File: src/rtl/program_loader_ctrl.sv
// Boot/run sequencer for the byte-loaded CPU core.
// Streams a program into program memory over a valid/ready handshake, holds the
// core in reset while loading and settling, runs it for a programmed number of
// cycles (or until stopped), then puts it back in reset and reports completion.
module program_loader_ctrl #(
    parameter int ADDWIDTH      = 7,
    parameter int RUNWIDTH      = 16,
    parameter int SETTLE_CYCLES = 2
) (
    input  logic                clk,
    input  logic                rst,
    input  logic                start,
    input  logic [ADDWIDTH:0]   len,
    input  logic [RUNWIDTH-1:0] runCycles,
    input  logic                stop,
    input  logic [7:0]          byteIn,
    input  logic                byteValid,
    output logic                byteReady,
    output logic                pmWrEn,
    output logic [ADDWIDTH-1:0] pmAddr,
    output logic [7:0]          pmData,
    output logic                cpuRst,
    output logic                busy,
    output logic                done,
    output logic                err
);

    typedef enum logic [1:0] {S_IDLE, S_LOAD, S_SETTLE, S_RUN} state_t;

    localparam int                  SETTLE_W    = $clog2(SETTLE_CYCLES + 1);
    localparam logic [ADDWIDTH:0]   MAX_LEN     = {1'b1, {ADDWIDTH{1'b0}}};
    localparam logic [SETTLE_W-1:0] SETTLE_LAST = SETTLE_W'(SETTLE_CYCLES - 1);

    state_t              state, state_d;
    logic [ADDWIDTH:0]   len_q, len_d;
    logic [RUNWIDTH-1:0] limit_q, limit_d;
    logic [ADDWIDTH-1:0] byte_cnt, byte_cnt_d;
    logic [SETTLE_W-1:0] settle_cnt, settle_cnt_d;
    logic [RUNWIDTH-1:0] run_cnt, run_cnt_d;
    logic                wr_en_d;
    logic [ADDWIDTH-1:0] addr_d;
    logic [7:0]          data_d;
    logic                cpu_rst_d, busy_d, done_d, err_d;
    logic                handshake;

    // The loader is ready exactly while in LOAD; this is the only unregistered output.
    assign byteReady = (state == S_LOAD);
    assign handshake = byteValid & byteReady;

    // Next-state, counter and registered-output decode.
    always_comb begin
        // NOTE: every signal written here gets a default first, so no path leaves
        // one unassigned and no latch is inferred.
        state_d      = state;
        len_d        = len_q;
        limit_d      = limit_q;
        byte_cnt_d   = byte_cnt;
        settle_cnt_d = settle_cnt;
        run_cnt_d    = run_cnt;
        wr_en_d      = 1'b0;
        addr_d       = pmAddr;
        data_d       = pmData;
        done_d       = 1'b0;
        err_d        = 1'b0;

        unique case (state)
            S_IDLE: begin
                // A start in the same cycle as a done/err pulse is not honoured.
                if (start && !done && !err) begin
                    if (len == '0 || len > MAX_LEN) begin
                        err_d = 1'b1;
                    end else begin
                        len_d      = len;
                        limit_d    = runCycles;
                        byte_cnt_d = '0;
                        state_d    = S_LOAD;
                    end
                end
            end
            S_LOAD: begin
                // stop wins over a same-cycle handshake: that byte is dropped.
                if (stop) begin
                    err_d   = 1'b1;
                    state_d = S_IDLE;
                end else if (handshake) begin
                    wr_en_d = 1'b1;
                    addr_d  = byte_cnt;
                    data_d  = byteIn;
                    if ({1'b0, byte_cnt} == len_q - 1'b1) begin
                        settle_cnt_d = '0;
                        state_d      = S_SETTLE;
                    end else begin
                        byte_cnt_d = byte_cnt + 1'b1;
                    end
                end
            end
            S_SETTLE: begin
                if (stop) begin
                    done_d  = 1'b1;
                    state_d = S_IDLE;
                end else if (settle_cnt == SETTLE_LAST) begin
                    run_cnt_d = '0;
                    state_d   = S_RUN;
                end else begin
                    settle_cnt_d = settle_cnt + 1'b1;
                end
            end
            S_RUN: begin
                // A zero limit means run until stopped.
                if (stop || (limit_q != '0 && run_cnt == limit_q - 1'b1)) begin
                    done_d  = 1'b1;
                    state_d = S_IDLE;
                end else begin
                    run_cnt_d = run_cnt + 1'b1;
                end
            end
            default: state_d = S_IDLE;
        endcase

        // Registered from the next state so they line up with the state itself.
        cpu_rst_d = (state_d != S_RUN);
        busy_d    = (state_d != S_IDLE);
    end

    // State, counter and output registers with synchronous reset.
    always_ff @(posedge clk) begin
        // NOTE: sequential state uses non-blocking assignments so every register
        // samples the pre-edge values regardless of statement order.
        if (rst) begin
            state      <= S_IDLE;
            len_q      <= '0;
            limit_q    <= '0;
            byte_cnt   <= '0;
            settle_cnt <= '0;
            run_cnt    <= '0;
            pmWrEn     <= 1'b0;
            pmAddr     <= '0;
            pmData     <= '0;
            cpuRst     <= 1'b1;
            busy       <= 1'b0;
            done       <= 1'b0;
            err        <= 1'b0;
        end else begin
            state      <= state_d;
            len_q      <= len_d;
            limit_q    <= limit_d;
            byte_cnt   <= byte_cnt_d;
            settle_cnt <= settle_cnt_d;
            run_cnt    <= run_cnt_d;
            pmWrEn     <= wr_en_d;
            pmAddr     <= addr_d;
            pmData     <= data_d;
            cpuRst     <= cpu_rst_d;
            busy       <= busy_d;
            done       <= done_d;
            err        <= err_d;
        end
    end

endmodule

File: config.mk
export PLATFORM = sky130hd
export DESIGN_NAME = program_loader_ctrl
export DESIGN_NICKNAME = d
export VERILOG_FILES = /design/src/rtl/program_loader_ctrl.sv
export SDC_FILE = /design/constraint.sdc
export NUM_CORES = 1
export LEC_CHECK = 0
export ABC_AREA = 1
export CAP_MARGIN = 15
export CORE_MARGIN = 4
export CORE_UTILIZATION = 55
export DETAILED_ROUTE_END_ITERATION = 10
export PLACE_DENSITY = 0.9
export SLEW_MARGIN = 10
export SYNTH_ARGS = -nofsm -noshare
export SYNTH_HDL_FRONTEND = slang
export SYNTH_SLANG_ARGS = --single-unit
File: constraint.sdc
create_clock -name clk -period 2.7 [get_ports clk]
set_clock_uncertainty 0.05 [all_clocks]
set_input_delay 0.81 -clock clk [delete_from_list [all_inputs] [get_ports clk]]
set_output_delay 0.81 -clock clk [all_outputs]
set_load 0.05 [all_outputs]
==> After elaboration in Yosys (flattened, before gate mapping) <==
Cells that the tools add are included.
{ "op_classes": {"reduce_logical": 20, "n_addsub": 5, "eq_ne": 17, "n_lt_le_gt_ge": 1, "bitwise": 4, "mux": 32} }
{ "ops": {"columns": ["cell", "count"], "rows": [
  ["$mux W16", 3],
  ["$mux W7", 5],
  ["$pmux W16 S2", 1],
  ["$mux W2", 13],
  ["$ne A2 B2 Y1 const B", 9],
  ["$add A16 B1 Y16 const B", 1],
  ["$eq A16 B16 Y1", 1],
  ["$reduce_bool A16 Y1", 1],
  ["$sub A16 B1 Y16 const B", 1],
  ["$pmux W7 S2", 1],
  ["$reduce_and A6 Y1", 2],
  ["$eq A7 B8 Y1", 1],
  ["$gt A8 B8 Y1 const B", 1],
  ["$logic_not A8 Y1", 1],
  ["$pmux W2 S4", 1],
  ["$reduce_bool A2 Y1", 4],
  ["$sub A8 B1 Y8 const B", 1],
  ["$add A7 B1 Y7 const B", 1],
  ["$reduce_and A3 Y1", 2],
  ["$mux W1", 5],
  ["$eq A2 B1 Y1 const B", 2],
  ["$eq A2 B2 Y1 const B", 2],
  ["$ne A2 B1 Y1 const B", 2],
  ["$pmux W1 S2", 2],
  ["10 further kinds", 16]
]} }
{ "totals": {"wordCells": 92, "in_bits": 37, "output_inout_bits": 21, "ff_bits": 71} }

==> Longest topological paths before layout <==
Gate-level depths: netlist of the first run.
{ "depth": {"word_depth": 7, "mapped_depth": 17, "ltp_nobuf": 17} }

==> Worst setup path before layout of the first run <==
OpenSTA, ideal clock, no wires.
{ "synth_timing": {"path_type": "input to register", "startpoint": "in len[2]", "endpoint": "reg len_q[5]", "path_stages": 7, "path_slack_ps": 486, "setup_time_ps": 128, "n_path_buf": 2, "t_arrival_ps": 2036, "cell_sequence": "nor2_1 and3_1 or2_2 nand3_1 clkbuf_1 clkbuf_1 a21oi_1"} }
{ "synth_via": {"elab_chain_cells": 4, "elab_cells_between_ends": 5, "cone_classes": "1 x order compare; 1 x bitwise; 3 x reduce/logical"} }
{ "synth_rtl": {"columns": ["element", "line", "rtl"], "rows": [
  ["start, declared", "13", "input logic [ADDWIDTH:0] len,"],
  ["$gt A8 B8 Y1 or $logic_not A8 Y1 (tied branches)", "70", "if (len == '0 || len > MAX_LEN) begin"],
  ["$logic_or A1 B1 Y1 *", "70", null],
  ["$not A1 Y1 (no line) *", null, null],
  ["$reduce_and A3 Y1 (no line) *", null, null],
  ["end signal, assigned", "145", "len_q <= len_d;"],
  ["end, declared", "35", "logic [ADDWIDTH:0] len_q, len_d;"]
]} }
Mark *: on every way between the ends. The rest lies on a longest branch, timed or not.
A chain may end at the register's enable or synchronous reset.

==> Worst setup path in the final report of the first run <==
{ "layout_timing": {"startpoint": "reg pmAddr[0]", "endpoint": "out pmAddr[0]"} }
{ "layout_lines": {"columns": ["element", "line", "rtl"], "rows": [
  ["start, declared", "20", "output logic [ADDWIDTH-1:0] pmAddr,"],
  ["start signal, assigned", "151", "pmAddr <= addr_d;"]
]} }
No word-level cell between the ends.

==> summary.md, run 1 <==
| Metric | Value |
|---|---|
| Total Power | `2.52 mW` |
| Fin util | `69.1%` |
| CP Capture Type | `primary output` |
| Worst-path clk slew | `0.07 ns` |
| Register share of total power | `44.4%` |
| Total CTS buffers | `9` |
| Worst Hold Launch | `len_q[7]` |
| # diodes | `0` |
| Starting density of the core | `57.5%` |
| Fin nets | `727` |
| CP max-delay cell | `clkdlybuf4s50_1` |
| Crit path max-delay family | `buffers and inverters` |
| Vias per inst | `5.41` |
| DR vias | `4271` |
| RSZ-0062 raised after global routing | `no` |
| Int Pwr | `1.74 mW` |
| Iter 0 DRT Violations | `204` |
| Most common cell after layout, fill and taps aside | `nand2_1` |
| Netlist cell types | `32` |
| GP Congestion | `0.969` |
| Final TNS setup | `0 ns` |
| CORE AREA | `7370 sq um` |
| WS Path Type | `reg2out` |
| Crit-path cells | `clkdlybuf4s50_1` |
| Worst reg2reg endpoint | `run_cnt[1]` |
| Logic pwr share | `21.6%` |
| Mapped cell area | `4240 sq um` |
| Antenna violations before repair | `0` |
| Startpoint types | `register` |
| Fin. Hold Viols | `0` |
| Share of cells above drive strength 1 | `9.57%` |
| Clock Latency Late Sink | `0.35 ns` |
| WHS Path Cells | `2` |
| Placed Cells | `773` |
| WP data required | `1.84 ns` |
| Die footprint | `9180 sq um` |
| Critical path buffer and inverter count | `1` |
| Die H | `95.8 microns` |
| Clk root buf | `clkbuf_8` |
| Syn Inst Count | `632` |
| Final min period | `2.39 ns` |
| Vias in the first global route | `4281` |
| Final Cell Area | `5090 sq um` |
| Final WS setup | `0.314 ns` |
| Switching part of the total | `31.1%` |
| Seq/Total Area, Yosys | `33.5%` |
| Routed wire length | `11.0 mm` |
| Clock tree buffer depth | `2` |
| Port buffer count | `57` |
| Syn Nets | `674` |
| Clock share of power | `34.0%` |
| Total track usage | `25.4%` |
| Wire per inst | `13.9 microns` |
| Synth Warn # | `0` |
| Area growth syn-to-layout | `20.0%` |
| Most frequent cells in the layout | `nand2_1, nor2_1, dfxtp_1, inv_1, clkdlybuf4s50_1` |
| Worst flop-to-flop path startpoint | `limit_q[0]` |
| CTS H-tree depth | `3` |
| Cts hold-fix bufs | `0` |
| Max incr delay on CP | `0.83 ns` |
| Post-CTS sizing | `0` |
| Width of the die | `95.8 microns` |
| VDD IR-drop max | `0.349 mV` |
| Std cell rows | `31` |
| Pre-CTS WS | `0.0513 ns` |
| Max-slew violations | `0` |
| Synth Area per Inst | `6.71 sq um` |
| Largest net degree at the start of global routing | `45` |
| Pwr Density | `496 nW/um^2` |
| # DRC | `0` |
| Postcts setup bufs | `0` |
| Hold Crit Class | `reg2reg` |
| Max Clock Freq | `419 MHz` |
| Hpwl dp | `8.24 mm` |
| WHS | `0.445 ns` |
| Worst-case reg-to-reg path depth | `13` |
| Crit share post-route | `88.4%` |
| Critical Path AT | `1.53 ns` |
| GRT overflow | `0` |
| Critical Path Start | `pmAddr[0]` |
| Hold Path Sink | `len_q[7]` |
| Finished Layout Cells | `789` |
| Placed cell areas | `4890 sq um` |
| Status | `completed` |
| Final setup violation count | `0` |
| Ports | `58` |
| Slew HR | `64.6%` |
| Worst R2R Setup Slack | `0.33 ns` |
| Switching power | `785 uW` |
| CTS tree | `yes` |
| Leakage power | `2.10 nW` |
| Worst-Margin Slew | `0.529 ns` |
| First-pass GRT wire length | `18.6 mm` |
| Final ANT Viol Nets | `0` |
| Fillers | `621` |
| Critical path peak fanout | `2` |
| Detailed Routing Iterations Pass 1 | `5` |
| Flops & latches, synth | `71` |
| Clock sink count | `71` |
| Maxcap violations | `0` |
==> metal layers <==
layer	track usage (%)	part of all wire (%)
met1	27.0	40
met2	47.5	52
met3	5.94	6.0
met4	11.3	2.9
met5	0	0
==> power groups by stage <==
stage / logic [mW] / registers (mW) / clock network, mW
after CTS: 0.541 / 1.12 / 0.875
after floorplan: 0.353 / 1.16 / 0
after detailed placement: 0.536 / 1.14 / 0
after global routing: 0.606 / 1.12 / 0.927
final: 0.545 / 1.12 / 0.859
after global placement: 0.519 / 1.14 / 0
==> registers in the layout, summed over array words and instances, names as in the netlist, 2 cells and up <==
name and cells:
state 2, pmAddr 7, byte_cnt 7, limit_q 16
len_q 8, pmData 8, settle_cnt 2, run_cnt 16
==> kinds of logic after synthesis <==
logic type | synth area share, %
xor+xnor | 8.06
compound gates | 12.9
buf+inv | 8.47
simple gates | 35.6
fa+ha+maj | 1.48
flops | 33.5
==> how the worst max path moves through the flow <==
| stage | endpoint | slack (ns) | cells after the start |
|---|---|---|---|
| 5_1_grt | run_cnt[0] | 0.12 | 12 |
| 3_5_place_dp | limit_q[9] | 0.05 | 8 |
| 2_1_floorplan | len_q[5] | 0.49 | 7 |
| 6_report | pmAddr[0] | 0.31 | 1 |
| 3_3_place_gp | busy | 0.15 | 9 |
| 4_1_cts | done | 0.30 | 1 |
==> area by class of cell <==
cell class | instances | area [sq um] | area share, %
Tap cell | 99 | 124 | 2.43
Clock inverter | 6 | 60.1 | 1.18
Multi-Input combinational cell | 471 | 2460 | 48.3
Inverter | 65 | 244 | 4.79
Clock buffer | 10 | 138 | 2.70
Sequential cell | 71 | 1420 | 27.9
Timing Repair Buffer | 67 | 643 | 12.6
==> Yosys cell counts, drive strengths merged <==
master / instances / area (sq um)
nor3b: 1 / 7.51
o21ai: 49 / 245
xor2: 31 / 272
nor2: 109 / 457
nor3: 8 / 45.0
nand2: 130 / 521
and3: 2 / 12.5
inv: 65 / 244
nor4: 2 / 12.5
ha: 5 / 62.6
a21oi: 51 / 293
clkbuf: 21 / 81.3
buf: 4 / 33.8
nand3b: 6 / 45.0
dfxtp: 71 / 1420
nand3: 36 / 210
a211oi: 1 / 7.51
or2: 2 / 12.5
xnor2: 8 / 70.1
nand4: 30 / 188
(Power assumes the default switching activity.)
==> inputs of run 2 (changes only) <==
--- a/config.mk
+++ b/config.mk
@@ -8,8 +8,9 @@
 export ABC_AREA = 1
 export CAP_MARGIN = 15
 export CORE_MARGIN = 4
-export CORE_UTILIZATION = 55
+export CORE_UTILIZATION = 64
 export DETAILED_ROUTE_END_ITERATION = 10
+export DONT_BUFFER_PORTS = 1
 export PLACE_DENSITY = 0.9
 export SLEW_MARGIN = 10
 export SYNTH_ARGS = -nofsm -noshare
==> summary.md, run 2 (synthesized netlist as in run 1, its figures left out) <==
| Metric | Value |
|---|---|
| Crit path max-delay family | `simple AND/OR/NAND/NOR gates` |
| Clock tree buffer depth | `2 (unchanged)` |
| RSZ-0062 raised after global routing | `no` |
| Cts hold-fix bufs | `0 (unchanged)` |
| Final TNS setup | `0 ns (unchanged)` |
| Worst-path clk slew | `0.08 ns (about the same)` |
| Critical Path AT | `2.56 ns (+1.03 ns)` |
| Routed wire length | `10.1 mm (-8.0%)` |
| Share of cells above drive strength 1 | `10.3% (+0.69 points)` |
| Width of the die | `89.4 microns (-6.7%)` |
| Die footprint | `7990 sq um (-13%)` |
| DR vias | `4036 (-5.5%)` |
| Post-CTS sizing | `0 (unchanged)` |
| Max incr delay on CP | `0.32 ns (-0.51 ns)` |
| Fin nets | `671 (-7.7%)` |
| Total CTS buffers | `9 (unchanged)` |
| Clock sink count | `71 (unchanged)` |
| GRT overflow | `0 (unchanged)` |
| Hold Crit Class | `reg2reg` |
| Critical path peak fanout | `15 (+13)` |
| Status | `completed` |
| Final setup violation count | `0 (unchanged)` |
| Vias in the first global route | `3872 (-9.6%)` |
| VDD IR-drop max | `0.443 mV (+27%)` |
| Total track usage | `27.3% (+1.9 points)` |
| Detailed Routing Iterations Pass 1 | `4 (-1)` |
| Antenna violations before repair | `0 (unchanged)` |
| Max Clock Freq | `423 MHz (+0.89%)` |
| Largest net degree at the start of global routing | `50 (+11%)` |
| Final ANT Viol Nets | `0 (unchanged)` |
| Final min period | `2.37 ns (-0.0210 ns)` |
| Area growth syn-to-layout | `7.88%` |
| Crit-path cells | `inv_1 -> ha_1 -> nand2_2 -> nor2_4 -> nand2_1 -> xor2_1 -> nand2_1 -> nor2_2 -> nand3_4 -> nand3_4 -> inv_1 -> nor2_1 -> nor2_1` |
| Port buffer count | `0 (-100%)` |
| Maxcap violations | `0 (unchanged)` |
| CP Capture Type | `register` |
| Final WS setup | `0.335 ns (+0.0210 ns)` |
| Wire per inst | `14.2 microns (+2.1%)` |
| Fillers | `510 (-18%)` |
| Vias per inst | `5.68 (+4.9%)` |
| Critical path buffer and inverter count | `2 (+1)` |
| Fin. Hold Viols | `0 (unchanged)` |
| Biggest regs | `limit_q x16, run_cnt x16` |
| CORE AREA | `6390 sq um (-13%)` |
| WP data required | `2.90 ns (+1.06 ns)` |
| Postcts setup bufs | `0 (unchanged)` |
| Hpwl dp | `7.54 mm (-8.4%)` |
| First-pass GRT wire length | `17.1 mm (-8.1%)` |
| Clk root buf | `clkbuf_8` |
| Worst-Margin Slew | `0.762 ns (+0.233 ns)` |
| Startpoint types | `register` |
| Slew HR | `49.2% (-15 points)` |
| # DRC | `0 (unchanged)` |
| Std cell rows | `29 (-6.5%)` |
| # diodes | `0 (unchanged)` |
| GP Congestion | `0.932 (-3.8%)` |
| Most frequent cells in the layout | `nand2_1, nor2_1, dfxtp_1, inv_1, o21ai_0` |
| Starting density of the core | `66.4% (+8.9 points)` |
| Leakage power | `1.93 nW (-8.2%)` |
| Most common cell after layout, fill and taps aside | `nand2_1` |
| Die H | `89.4 microns (-6.7%)` |
| Pwr Density | `594 nW/um^2 (+20%)` |
| Iter 0 DRT Violations | `245 (+20%)` |
| CTS tree | `yes` |
| Crit share post-route | `87.6% (-0.78 points)` |
| Max-slew violations | `0 (unchanged)` |
| Clock Latency Late Sink | `0.35 ns (about the same)` |
| WS Path Type | `reg2reg` |
| CTS H-tree depth | `3 (unchanged)` |
| Ports | `58 (unchanged)` |
| CP max-delay cell | `dfxtp_1` |
| Pre-CTS WS | `0.382 ns (+0.330 ns)` |
[run 2: cell count changes in the layout (fill, tap and decap cells not counted)]
| cell | previous run | this run |
|---|---|---|
| bufinv_16 | 1 | 4 |
| clkinvlp_4 | 2 | 0 |
| clkdlybuf4s50_1 | 56 | 0 |
| clkinv_2 | 3 | 0 |
| clkbuf_1 | 0 | 1 |
| clkinv_4 | 0 | 1 |
[run 2: layout make-up]
cell class              instances  area [sq um]  area share, %
clock buffers                  11           141           3.09
clock inverters                 5           129           2.82
repair buffers                 11          82.6           1.81
inverters                      65           244           5.33
flip-flops and latches         71          1420           31.1
multi-input cells             471          2460           53.8
well taps                      77          96.3           2.11
[run 2: per-layer routing]
layer,vias to the layer above,share of wire [%],track usage [%]
li1,2048,-,-
met3,19,4.7,7.65
met2,107,52,49.6
met4,0,2.1,11.4
met1,1862,42,29.7
met5,-,0,0
[run 2: final timing paths]
| path | from | depth (start not counted) | endpoint | slack (ns) |
|---|---|---|---|---|
| max | limit_q[0] | 13 | run_cnt[1] | 0.33 |
| min | len_q[7] | 2 | len_q[7] | 0.43 |
| min reg2reg | len_q[7] | 2 | len_q[7] | 0.43 |
| max reg2reg | limit_q[0] | 13 | run_cnt[1] | 0.33 |
[run 2: metrics by stage]
step	hold slack (ns)	utilization, %	cell area (sq um)	cells	power, mW
5_1_grt	0.445	71.6	4570	711	2.85
3_3_place_gp	0.411	67.4	4300	695	1.58
4_1_cts	0.430	71.6	4570	711	2.73
6_report	0.430	71.6	4570	711	2.72
2_1_floorplan	0.398	-	4240	632	1.51
3_5_place_dp	0.420	67.4	4300	695	1.59
[run 2: worst min-delay path, delay by kind of cell (launching register included)]
kind             cells  cell delay [ns]
flip-flops           1             0.33
AND/OR/NAND/NOR      1             0.06
AO/OA/AOI/OAI        1             0.05
[run 2: where the power goes]
group	internal [mW]	total [mW]	switching, mW	leakage (nW)
combinational	0.149	0.428	0.278	1.22
sequential	1.08	1.15	0.0638	0.577
clock	0.735	1.14	0.408	0.134
total	1.97	2.72	0.750	1.93
==> inputs of run 3 (changes only) <==
--- a/config.mk
+++ b/config.mk
@@ -8,10 +8,10 @@
 export ABC_AREA = 1
 export CAP_MARGIN = 15
 export CORE_MARGIN = 4
-export CORE_UTILIZATION = 64
+export CORE_UTILIZATION = 65
 export DETAILED_ROUTE_END_ITERATION = 10
 export DONT_BUFFER_PORTS = 1
-export PLACE_DENSITY = 0.9
+export PLACE_DENSITY = 0.91
 export SLEW_MARGIN = 10
 export SYNTH_ARGS = -nofsm -noshare
 export SYNTH_HDL_FRONTEND = slang
==> constraint.sdc (replaced) <==
create_clock -name clk -period 2.8 [get_ports clk]
set_clock_uncertainty 0.05 [all_clocks]
set_input_delay 0.84 -clock clk [delete_from_list [all_inputs] [get_ports clk]]
set_output_delay 0.84 -clock clk [all_outputs]
set_load 0.05 [all_outputs]
==> summary.md, run 3 (synthesized netlist as in run 1, its figures left out) <==
| Metric | Value |
|---|---|
| CP Capture Type | `register` |
| Crit share post-route | `90.0% (+2.4 points)` |
| Antenna violations before repair | `0 (unchanged)` |
| Clk root buf | `clkbuf_8` |
| Fin. Hold Viols | `0 (unchanged)` |
| Clock tree buffer depth | `2 (unchanged)` |
| Final setup violation count | `0 (unchanged)` |
| Status | `completed` |
| Starting density of the core | `66.8% (+0.38 points)` |
| Hpwl dp | `7.66 mm (+1.6%)` |
| Startpoint types | `register` |
| Worst-Margin Slew | `0.604 ns (-0.157 ns)` |
| Area growth syn-to-layout | `5.55%` |
| GRT overflow | `0 (unchanged)` |
| Share of cells above drive strength 1 | `10.1% (-0.13 points)` |
| DR vias | `4016 (-0.50%)` |
| Max-slew violations | `0 (unchanged)` |
| Maxcap violations | `0 (unchanged)` |
| Hold Crit Class | `reg2reg` |
| Total CTS buffers | `9 (unchanged)` |
| Detailed Routing Iterations Pass 1 | `6 (+2)` |
| First-pass GRT wire length | `17.4 mm (+2.0%)` |
| Clock Latency Late Sink | `0.36 ns (about the same)` |
| Pwr Density | `515 nW/um^2 (-13%)` |
| Fin nets | `669 (-0.30%)` |
| CTS H-tree depth | `3 (unchanged)` |
| Post-CTS sizing | `0 (unchanged)` |
| Critical path peak fanout | `17 (+2)` |
| Most common cell after layout, fill and taps aside | `nand2_1` |
| GP Congestion | `0.994 (+6.7%)` |
| Critical Path AT | `2.74 ns (+0.18 ns)` |
| Total track usage | `28.2% (+0.90 points)` |
| Final min period | `2.52 ns (+0.156 ns)` |
| Slew HR | `59.7% (+11 points)` |
| Port buffer count | `0 (unchanged)` |
| Die H | `88.8 microns (-0.70%)` |
| Final TNS setup | `0 ns (unchanged)` |
| Max Clock Freq | `397 MHz (-6.2%)` |
| Ports | `58 (unchanged)` |
| Iter 0 DRT Violations | `230 (-6.1%)` |
| Wire per inst | `14.4 microns (+1.8%)` |
| CORE AREA | `6350 sq um (-0.57%)` |
| Std cell rows | `29 (unchanged)` |
| Width of the die | `88.8 microns (-0.70%)` |
| Worst R2R Setup Slack | `0.28 ns (-0.06 ns)` |
| Cts hold-fix bufs | `0 (unchanged)` |
| Postcts setup bufs | `0 (unchanged)` |
| Clock sink count | `71 (unchanged)` |
| VDD IR-drop max | `0.580 mV (+31%)` |
| # DRC | `0 (unchanged)` |
| Vias per inst | `5.66 (-0.21%)` |
| RSZ-0062 raised after global routing | `no` |
| Biggest regs | `limit_q x16, run_cnt x16` |
| # diodes | `0 (unchanged)` |
| CTS tree | `yes` |
| Routed wire length | `10.2 mm (+1.5%)` |
| Largest net degree at the start of global routing | `50 (unchanged)` |
| Vias in the first global route | `3908 (+0.93%)` |
| Most frequent cells in the layout | `nand2_1, nor2_1, dfxtp_1, inv_1, o21ai_0` |
| Worst-path clk slew | `0.09 ns (about the same)` |
| Fin util | `70.5% (-1.1 points)` |
| Leakage power | `1.88 nW (-2.6%)` |
| WS Path Type | `reg2reg` |
| WP data required | `3.02 ns (+0.12 ns)` |
| Die footprint | `7880 sq um (-1.4%)` |
| Final ANT Viol Nets | `0 (unchanged)` |
## run 3: cell count changes in the layout (fill, tap and decap cells not counted), sizes merged
cell / delta
clkinvlp: +1
inv: +3
clkbuf: -2
buf: -2
clkinv: +2
bufinv: -4
## run 3: per-stage QoR
stage	instances	instance area, sq um	power (mW)	worst slack [ns]	hold WS (ns)
6_report	709	4480	2.30	0.279	0.432
5_1_grt	709	4480	2.42	0.0591	0.456
4_1_cts	709	4480	2.31	0.301	0.435
3_5_place_dp	693	4290	1.53	0.332	0.422
3_3_place_gp	693	4290	1.52	0.463	0.408
2_1_floorplan	632	4240	1.46	0.556	0.398
## run 3: critical path, cell delays in order, from the launching register on
cell,delay [ns]
dfxtp_1,0.32
inv_1,0.15
ha_1,0.27
nand2_2,0.12
nor2_4,0.18
nand2_1,0.10
xor2_1,0.21
nand2_1,0.09
nor2_2,0.20
nand3_4,0.23
nand3_4,0.27
inv_1,0.11
nor2_1,0.10
nor2_1,0.04
## run 3: cell type report
type	instances	area, sq um
fillers	511	1870
clock inverters	7	62.6
well taps	77	96.3
flip-flops and latches	71	1420
inverters	65	244
repair buffers	9	67.6
multi-input cells	471	2460
clock buffers	9	124
## run 3: routing by layer
| layer | share of wire [%] | vias to the layer above | global-route usage, % |
|---|---|---|---|
| met3 | 6.0 | 46 | 5.87 |
| met2 | 49 | 134 | 48.7 |
| met1 | 40 | 1789 | 32.2 |
| met4 | 4.5 | 0 | 15.9 |
| li1 | - | 2047 | - |
| met5 | 0 | - | 0 |
## run 3: path summary, 6_finish.rpt
kind            endpoint  depth (start not counted)        start
max           run_cnt[1]                         13   limit_q[0]
min          limit_q[13]                          2  limit_q[13]
max reg2reg   run_cnt[1]                         13   limit_q[0]
min reg2reg  limit_q[13]                          2  limit_q[13]
## run 3: power breakdown
part / internal (mW) / switching, mW / total [mW]
combinational: 0.143 / 0.272 / 0.415
sequential: 1.04 / 0.0580 / 1.10
clock: 0.338 / 0.449 / 0.787
